[src/rtl/alu_mc.sv]
// Multi-cycle ALU: single-cycle logic/arith/shift ops plus an iterative shift-add multiplier.
// Optional signed-overflow output vout is built only when ALU_MC_OVF_EN is defined.
module alu_mc #(
   parameter int WIDTH = 8
) (
   input  logic             clk,
   input  logic             reset_n,
   input  logic             in_valid,
   output logic             in_ready,
   input  logic [3:0]       op,
   input  logic [WIDTH-1:0] a,
   input  logic [WIDTH-1:0] b,
   input  logic             cin,
   output logic             out_valid,
   input  logic             out_ready,
   output logic [WIDTH-1:0] result,
   output logic             cout,
   output logic             zout,
`ifdef ALU_MC_OVF_EN
   output logic             vout,
`endif
   output logic [1:0]       dbg_state
);

   localparam int SHW = $clog2(WIDTH);
   localparam int MSB = WIDTH - 1;

   typedef enum logic [1:0] {IDLE = 2'd0, BUSY = 2'd1, DONE = 2'd2} state_t;

   state_t           state_q, state_d;
   logic [WIDTH-1:0] result_q, result_d;
   logic             cout_q, cout_d;
   logic             zout_q, zout_d;
   logic [WIDTH-1:0] acc_q, acc_d;
   logic [WIDTH-1:0] mult_q, mult_d;
   logic [WIDTH-1:0] mcand_q, mcand_d;
   logic             mulh_q, mulh_d;
   logic [SHW:0]     cnt_q, cnt_d;
`ifdef ALU_MC_OVF_EN
   logic             vout_q, vout_d;
   logic             sc_vout;
`endif

   logic [SHW-1:0]     sh;
   logic [2*WIDTH-1:0] sll_ext;
   logic [WIDTH:0]     srl_ext, sra_ext;
   logic [WIDTH-1:0]   rol_res, add_b;
   logic               add_c;
   logic [WIDTH:0]     arith;
   logic [WIDTH-1:0]   sc_res;
   logic               sc_cout;

   // Shifts keep one extra bit beyond the result so the last bit shifted out falls out for free.
   always_comb begin
      sh      = b[SHW-1:0];
      sll_ext = {{WIDTH{1'b0}}, a} << sh;
      srl_ext = {a, 1'b0} >> sh;
      sra_ext = srl_ext | ({(WIDTH+1){a[MSB]}} & ~({(WIDTH+1){1'b1}} >> sh));
      rol_res = sll_ext[WIDTH-1:0] | sll_ext[2*WIDTH-1:WIDTH];
      add_b   = op[1] ? ~b : b;
      add_c   = op[0] ? cin : op[1];
      arith   = {1'b0, a} + {1'b0, add_b} + {{WIDTH{1'b0}}, add_c};
      sc_res  = a;
      sc_cout = 1'b0;
      case (op)
         4'd0:        sc_res = a & b;
         4'd1:        sc_res = a | b;
         4'd2:        sc_res = a ^ b;
         4'd3:        sc_res = ~a;
         4'd4, 4'd5,
         4'd6, 4'd7: begin
            sc_res  = arith[WIDTH-1:0];
            sc_cout = arith[WIDTH];
         end
         4'd8: begin
            sc_res  = sll_ext[WIDTH-1:0];
            sc_cout = sll_ext[WIDTH];
         end
         4'd9: begin
            sc_res  = srl_ext[WIDTH:1];
            sc_cout = srl_ext[0];
         end
         4'd10: begin
            sc_res  = sra_ext[WIDTH:1];
            sc_cout = sra_ext[0];
         end
         4'd11: begin
            sc_res  = rol_res;
            sc_cout = (sh != '0) & rol_res[0];
         end
         default: ;
      endcase
   end

`ifdef ALU_MC_OVF_EN
   always_comb begin
      sc_vout = 1'b0;
      if (op == 4'd4 || op == 4'd5)
         sc_vout = (a[MSB] == b[MSB]) && (arith[MSB] != a[MSB]);
      else if (op == 4'd6 || op == 4'd7)
         sc_vout = (a[MSB] != b[MSB]) && (arith[MSB] != a[MSB]);
   end
`endif

   logic [WIDTH:0]   mul_sum;
   logic [WIDTH-1:0] mul_hi, mul_lo, mul_res;
   logic             is_mul, accept;

   // One shift-add step: {acc, mult} holds the partial product, shifted right each cycle.
   always_comb begin
      mul_sum = {1'b0, acc_q} + (mult_q[0] ? {1'b0, mcand_q} : '0);
      mul_hi  = mul_sum[WIDTH:1];
      mul_lo  = {mul_sum[0], mult_q[WIDTH-1:1]};
      mul_res = mulh_q ? mul_hi : mul_lo;
   end

   always_comb begin
      state_d  = state_q;
      result_d = result_q;
      cout_d   = cout_q;
      zout_d   = zout_q;
      acc_d    = acc_q;
      mult_d   = mult_q;
      mcand_d  = mcand_q;
      mulh_d   = mulh_q;
      cnt_d    = cnt_q;
`ifdef ALU_MC_OVF_EN
      vout_d   = vout_q;
`endif
      in_ready = (state_q == IDLE) || ((state_q == DONE) && out_ready);
      accept   = in_valid && in_ready;
      is_mul   = (op == 4'd12) || (op == 4'd13);

      case (state_q)
         BUSY: begin
            acc_d  = mul_hi;
            mult_d = mul_lo;
            cnt_d  = cnt_q - (SHW+1)'(1);
            if (cnt_q == (SHW+1)'(1)) begin
               state_d  = DONE;
               result_d = mul_res;
               cout_d   = ~mulh_q & (mul_hi != '0);
               zout_d   = (mul_res == '0);
`ifdef ALU_MC_OVF_EN
               vout_d   = 1'b0;
`endif
            end
         end
         DONE:    if (out_ready) state_d = IDLE;
         default: ;
      endcase

      // A new request may land in IDLE or in the same cycle DONE hands off its response.
      if (accept) begin
         if (is_mul) begin
            state_d = BUSY;
            acc_d   = '0;
            mult_d  = b;
            mcand_d = a;
            mulh_d  = op[0];
            cnt_d   = (SHW+1)'(WIDTH);
         end else begin
            state_d  = DONE;
            result_d = sc_res;
            cout_d   = sc_cout;
            zout_d   = (sc_res == '0);
`ifdef ALU_MC_OVF_EN
            vout_d   = sc_vout;
`endif
         end
      end
   end

   always_ff @(posedge clk or negedge reset_n) begin
      if (!reset_n) begin
         state_q  <= IDLE;
         result_q <= '0;
         cout_q   <= 1'b0;
         zout_q   <= 1'b0;
         acc_q    <= '0;
         mult_q   <= '0;
         mcand_q  <= '0;
         mulh_q   <= 1'b0;
         cnt_q    <= '0;
`ifdef ALU_MC_OVF_EN
         vout_q   <= 1'b0;
`endif
      end else begin
         state_q  <= state_d;
         result_q <= result_d;
         cout_q   <= cout_d;
         zout_q   <= zout_d;
         acc_q    <= acc_d;
         mult_q   <= mult_d;
         mcand_q  <= mcand_d;
         mulh_q   <= mulh_d;
         cnt_q    <= cnt_d;
`ifdef ALU_MC_OVF_EN
         vout_q   <= vout_d;
`endif
      end
   end

   assign out_valid = (state_q == DONE);
   assign result    = result_q;
   assign cout      = cout_q;
   assign zout      = zout_q;
   assign dbg_state = state_q;
`ifdef ALU_MC_OVF_EN
   assign vout      = vout_q;
`endif

endmodule

[config.mk]
export PLATFORM = sky130hd
export DESIGN_NAME = alu_mc
export DESIGN_NICKNAME = d
export VERILOG_FILES = /design/src/rtl/alu_mc.sv
export SDC_FILE = /design/constraint.sdc
export NUM_CORES = 1
export LEC_CHECK = 0
export ABC_AREA = 1
export BUFFER_PORTS_ARGS = -buffer_cell sky130_fd_sc_hd__clkbuf_2
export CORE_MARGIN = 5
export CORE_UTILIZATION = 61
export DETAILED_ROUTE_END_ITERATION = 10
export PLACE_DENSITY = 0.88
export REMOVE_ABC_BUFFERS = 1
export SYNTH_ARGS = -nofsm -noshare
export SYNTH_HDL_FRONTEND = slang
export SYNTH_SLANG_ARGS = --single-unit
[constraint.sdc]
create_clock -name clk -period 2.35 [get_ports clk]
set_input_delay 0 -clock clk [delete_from_list [all_inputs] [get_ports clk]]
set_output_delay 0 -clock clk [all_outputs]
set_load 0.02 [all_outputs]
==> After elaboration in Yosys (flattened, before gate mapping) <==
Index checks and enable logic that the tools add are counted.
{ "classes": {"add_sub_neg": 4, "eq_ne": 18, "n_shift": 3, "n_mux": 32, "n_bitwise": 12, "n_reduce_logical": 14} }
{ "ops": {"columns": ["op", "count"], "rows": [
  ["8-bit two-way mux", 13],
  ["8-bit one-hot mux with 9 select lines", 1],
  ["4-bit equality test, second input constant", 6],
  ["8-bit by 8-bit adder with 9-bit output", 2],
  ["4-bit by 3-bit equality test with 1-bit output, second input constant", 4],
  ["8-bit zero test", 2],
  ["8-bit NOT", 2],
  ["8-bit bitwise OR", 2],
  ["8-bit by 3-bit left shift with 16-bit output", 1],
  ["4-bit two-way mux", 3],
  ["9-bit by 1-bit adder with 9-bit output", 1],
  ["9-bit bitwise AND", 1],
  ["1-bit two-way mux", 9],
  ["9-bit NOT", 1],
  ["9-bit bitwise OR", 1],
  ["9-bit by 3-bit >> shifter with 9-bit output", 1],
  ["9-bit by 3-bit >> shifter with 9-bit output, first input constant", 1],
  ["8-bit bitwise AND", 1],
  ["4-bit by 1-bit equality test with 1-bit output, second input constant", 2],
  ["4-bit by 2-bit equality test with 1-bit output, second input constant", 2],
  ["2-bit two-way mux", 4],
  ["8-bit nonzero test", 1],
  ["8-bit XOR", 1],
  ["3-bit nonzero test", 2],
  ["other kinds (16)", 19]
]} }
{ "totals": {"register_bits": 41, "in_bits": 25, "wordCells": 92} }

==> Logic depth before layout (Yosys ltp) <==
{ "depth": {"ltp_word": 8, "depth_mapped": 19, "ltp_nobuf": 18} }

==> Least setup slack after synthesis <==
OpenSTA, ideal clock, no wires.
{ "synth_timing": {"path_type": "input port to flip-flop", "start": "in op[1]", "end": "reg zout_q, in the netlist zout", "setup_ns": 0.065, "arrival_ns": 2.198, "required_time_ns": 2.285, "path_slack_ns": 0.087, "stages": 13, "n_path_buf": 2, "cell_sequence": "buf_4 -> buf_6 -> xor2_1 -> fa_1 -> fa_1 -> or2_2 -> nand3_1 -> nand3_1 -> nor2_1 -> nand3_1 -> a21oi_1 -> nand4_1 -> nand2_1"} }
{ "synth_via": {"elab_chain_cells": 7} }
{ "synth_lines": {"columns": ["element", "line", "text"], "rows": [
  ["start, declared", "10", "input logic [3:0] op,"],
  ["8-bit two-way mux", "60", "add_b = op[1] ? ~b : b;"],
  ["8-bit by 8-bit adder with 9-bit output", "62", "arith = {1'b0, a} + {1'b0, add_b} + {{WIDTH{1'b0}}, add_c};"],
  ["9-bit by 1-bit adder with 9-bit output", "62", null],
  ["8-bit one-hot mux with 9 select lines", "65", "case (op)"],
  ["8-bit zero test", "166", "zout_d = (sc_res == '0);"],
  ["1-bit two-way mux *", "155", "if (is_mul) begin"],
  ["1-bit two-way mux *", "154", "if (accept) begin"],
  ["net zout_d", "33", "logic zout_q, zout_d;"],
  ["end signal, assigned", "192", "zout_q <= zout_d;"],
  ["end, declared", "33", null]
]} }
Mark *: on every way through the listed nets, which the timed path passes. The rest lies on a longest branch.
A chain may end at the register's enable or synchronous reset.

==> Final worst setup path <==
{ "layout_timing": {"start": "reg mcand_q[0]", "end": "reg zout_q, in the netlist zout"} }
{ "layout_via": {"elab_chain_cells": 8} }
{ "layout_lines": {"columns": ["element", "line", "text"], "rows": [
  ["start, declared", "36", "logic [WIDTH-1:0] mcand_q, mcand_d;"],
  ["start signal, assigned", "195", "mcand_q <= mcand_d;"],
  ["8-bit two-way mux *", "111", "mul_sum = {1'b0, acc_q} + (mult_q[0] ? {1'b0, mcand_q} : '0);"],
  ["8-bit by 8-bit adder with 9-bit output *", "111", null],
  ["8-bit two-way mux *", "114", "mul_res = mulh_q ? mul_hi : mul_lo;"],
  ["8-bit zero test *", "143", "zout_d = (mul_res == '0);"],
  ["1-bit two-way mux *", "139", "if (cnt_q == (SHW+1)'(1)) begin"],
  ["1-bit two-way mux *", "134", "case (state_q)"],
  ["1-bit two-way mux", "155", null],
  ["1-bit two-way mux *", "154", null],
  ["net zout_d", "33", null]
]} }
Marks and branches as above.

==> results.md <==
- Number of synthesized flops with an enable pin: 0
- Buf/Inv on CP: 5
- Antenna cells: 0
- Setup tns final: 0 ns
- DP HPWL: 11.00 mm
- Syn. warnings: 0
- Die height: 94.91 um
- Clk_skew: 0.007866 ns
- GRT overflow: 0
- DRT iter0 DRCs: 591
- Period minus WS final: 2.294 ns
- Relative slew slack: 31.79%
- Fin cells: 847
- Nets: 813
- Area of the mapped netlist: 4398 um2
- Post-synth cell types: 37
- Root Driver: clkbuf_8
- Share of cells above drive strength 1: 12.70%
- Crit path capture type: flop
- I/O Pins: 39
- Routed vias: 5,034
- DP Area: 4723 um2
- Fill count: 674
- First-pass GRT wire length: 22.57 mm
- Setup crit start kind: flop
- Pwr Total: 4.304 mW
- PwrDens: 867.3 nW/um2
- Post-route ant nets: 0
- FF+latch count, synth: 41
- Number of vias per cell: 5.943
- CTS Sinks: 41
- R2r setup slk: 0.06 ns
- CTS tree: yes
- Row Count: 31
- Worst hold slack: 0.03704 ns
- # setup viols final: 0
- Area growth from synthesis to layout: 12.83%
- Clock transition at path regs: 0.08 ns
- WL/cell: 16.94 um
- Total Wirelength: 14.35 mm
- Share of flip-flops with an asynchronous set or reset: 100.0%
- Routability cong.: 1.005
- Critical-path cell list: nand2_1 -> inv_1 -> ha_2 -> inv_2 -> fa_2 -> inv_2 -> nand3_2 -> buf_4 -> nand3b_1 -> nand3_1 -> nand2_1 -> inv_1 -> nand3_1 -> nor2_1 -> nand3_1 -> nand2_1 -> nand2_1 -> nand2_1
- Maximum number of pins on one net before global-route repair: 42
- Layout Utilization: 69.53%
- Cell area after layout: 4962 um2
- Ys flop type: dfrtp_1
- DRT Pass-1 Iters: 5
- Required @ worst endpoint: 2.53 ns
- Outcome: complete, no violations
- Synth Area per Inst: 6.256 um2
- TritonCTS buffer count: 5
- DP Cell Count: 836
- Leak: 2.717 nW
- Vias in the first global route: 4,646
- Seq. cell area: 1026 um2
- H-tree levels: 2
- Max incr delay on CP: 0.40 ns
- Hold Crit Class: input port to flop
- Most used cell, CP: nand2_1
- VDD IR max: 0.4233 mV
- Fmax: 435.9 MHz
- Die ar.: 9008 um2
- Worst setup margin: 0.05564 ns
- Final Slew Violations: 0
- Worst slew pin tran: 1.023 ns
- Post-Syn Instances: 703
- Fin crit share: 97.63%
- DRC viols: 0
- CP Max Fanout: 2
- Die span in x: 94.91 um
- Largest delay share family, worst path: simple AND/OR/NAND/NOR gates
- Max_cap viols: 0
- Crit path DAT: 2.48 ns
- Slowest CP cell: fa_2
- Clk_lat worst skew: 0.29 ns
- Clock Path Buffers: 2
- WS Path Type: flop to flop
- Hold Vio Cnt, Final: 0
- I/O Buffers: 38
- Register area share after synthesis: 23.33%
- Starting Density: 61.62%
- Core area: 7137 um2
- Initial antenna violation count: 0
- Place WS: -0.05074 ns
- Global-route usage over all layers: 31.77%
- Multi-input gate area: 2980 um2
- RSZ-0062 raised after global routing: true
placed cells by master, fill, tap and decap left out, types with 9 or more instances in the layout:
master    netlist  layout
nor2_1         67      67
buf_4           8      22
o21ai_0        38      37
a21oi_1        24      23
nand3_1        96      94
o211ai_1       12      12
nand2_1       204     201
xor2_1          9       9
ha_1           38      33
clkbuf_2        0      38
inv_1          84      82
nand4_1        20      20
dfrtp_1        41      41
cell type report:
class	instances	share of cell area (%)
Sequential cell	41	20.68
Inverter	91	6.984
Clock inverter	2	0.7564
Multi-Input combinational cell	547	60.06
Tap cell	99	2.496
Clock buffer	6	1.664
Timing Repair Buffer	61	7.363
final timing paths:
path	startpoint	end	cells past startpoint
max in group asynchronous	reset_n	cout	2
min reg2reg	mcand_q[0]	mcand_q[0]	2
max reg2reg	mcand_q[0]	zout	18
max	mcand_q[0]	zout	18
min	b[6]	mult_q[6]	3
min in group asynchronous	reset_n	acc_q[2]	2
cell families after synthesis:
group	count (synthesis)	synth area share, %
simple gates	407	40.09
fa+ha+maj	41	12.18
buf+inv	115	11.04
compound gates	88	11.18
flops	41	23.33
xor+xnor	11	2.191
per-layer routing:
layer	up-vias	part of all wire [%]	global-route usage (%)
met3	55	9.1	3.745
met5	-	0	0
li1	2385	-	-
met1	2272	39	40.16
met2	322	48	56.31
met4	0	3.6	9.856
flip-flops by register name, indices dropped and copies added (netlist names):
signal     count
cnt_q          4
mulh_q         1
mcand_q        8
cout           1
zout           1
acc_q          8
dbg_state      2
mult_q         8
result         8
cell usage after synthesis, types with 2 or more instances:
cell type  count  area [um2]
and2_1         3       18.77
ha_1          38       475.5
dfrtp_1       41        1026
buf_4          8       60.06
inv_4          2       12.51
o21ai_1        2       10.01
xnor2_1        2       17.52
a31oi_1        3       18.77
o22ai_1        4       25.02
a211oi_1       3       22.52
nor2_2         2       12.51
fa_1           3       60.06
nor2_1        67       251.5
nand4_1       20       125.1
buf_2          9       45.04
nor3_1         2       10.01
inv_2          3       11.26
clkbuf_1       6       22.52
nand3_1       96       480.5
nand3b_1       6       45.04
a21oi_1       24       120.1
xor2_1         9       78.83
o21ai_0       38       190.2
inv_1         84       315.3
clkinv_1       2       7.510
o211ai_1      12       90.09
nand2_1      204       765.7
power by group:
| group | switching, mW | leakage (nW) | internal [mW] | total, mW |
|---|---|---|---|---|
| Combinational | 1.52 | 2.15 | 0.943 | 2.46 |
| Sequential | 0.245 | 0.506 | 1.00 | 1.25 |
| Clock | 0.248 | 0.0574 | 0.345 | 0.593 |
| Total | 2.01 | 2.72 | 2.29 | 4.30 |
worst min-delay path, stage by stage:
cell      delay, ns
clkbuf_2       0.12
inv_1          0.08
o21ai_0        0.08
timing repair:
| item | in CTS | in global routing |
|---|---|---|
| hold endpoints to repair | 41 | 0 |
| endpoints found under the setup margin | 0 | 4 |
| resized for setup | 0 | 21 |
| buffers inserted | 0 | 2 |
| hold buffers | 1 | 0 |
Note: power is estimated with default switching activity, not from simulation.
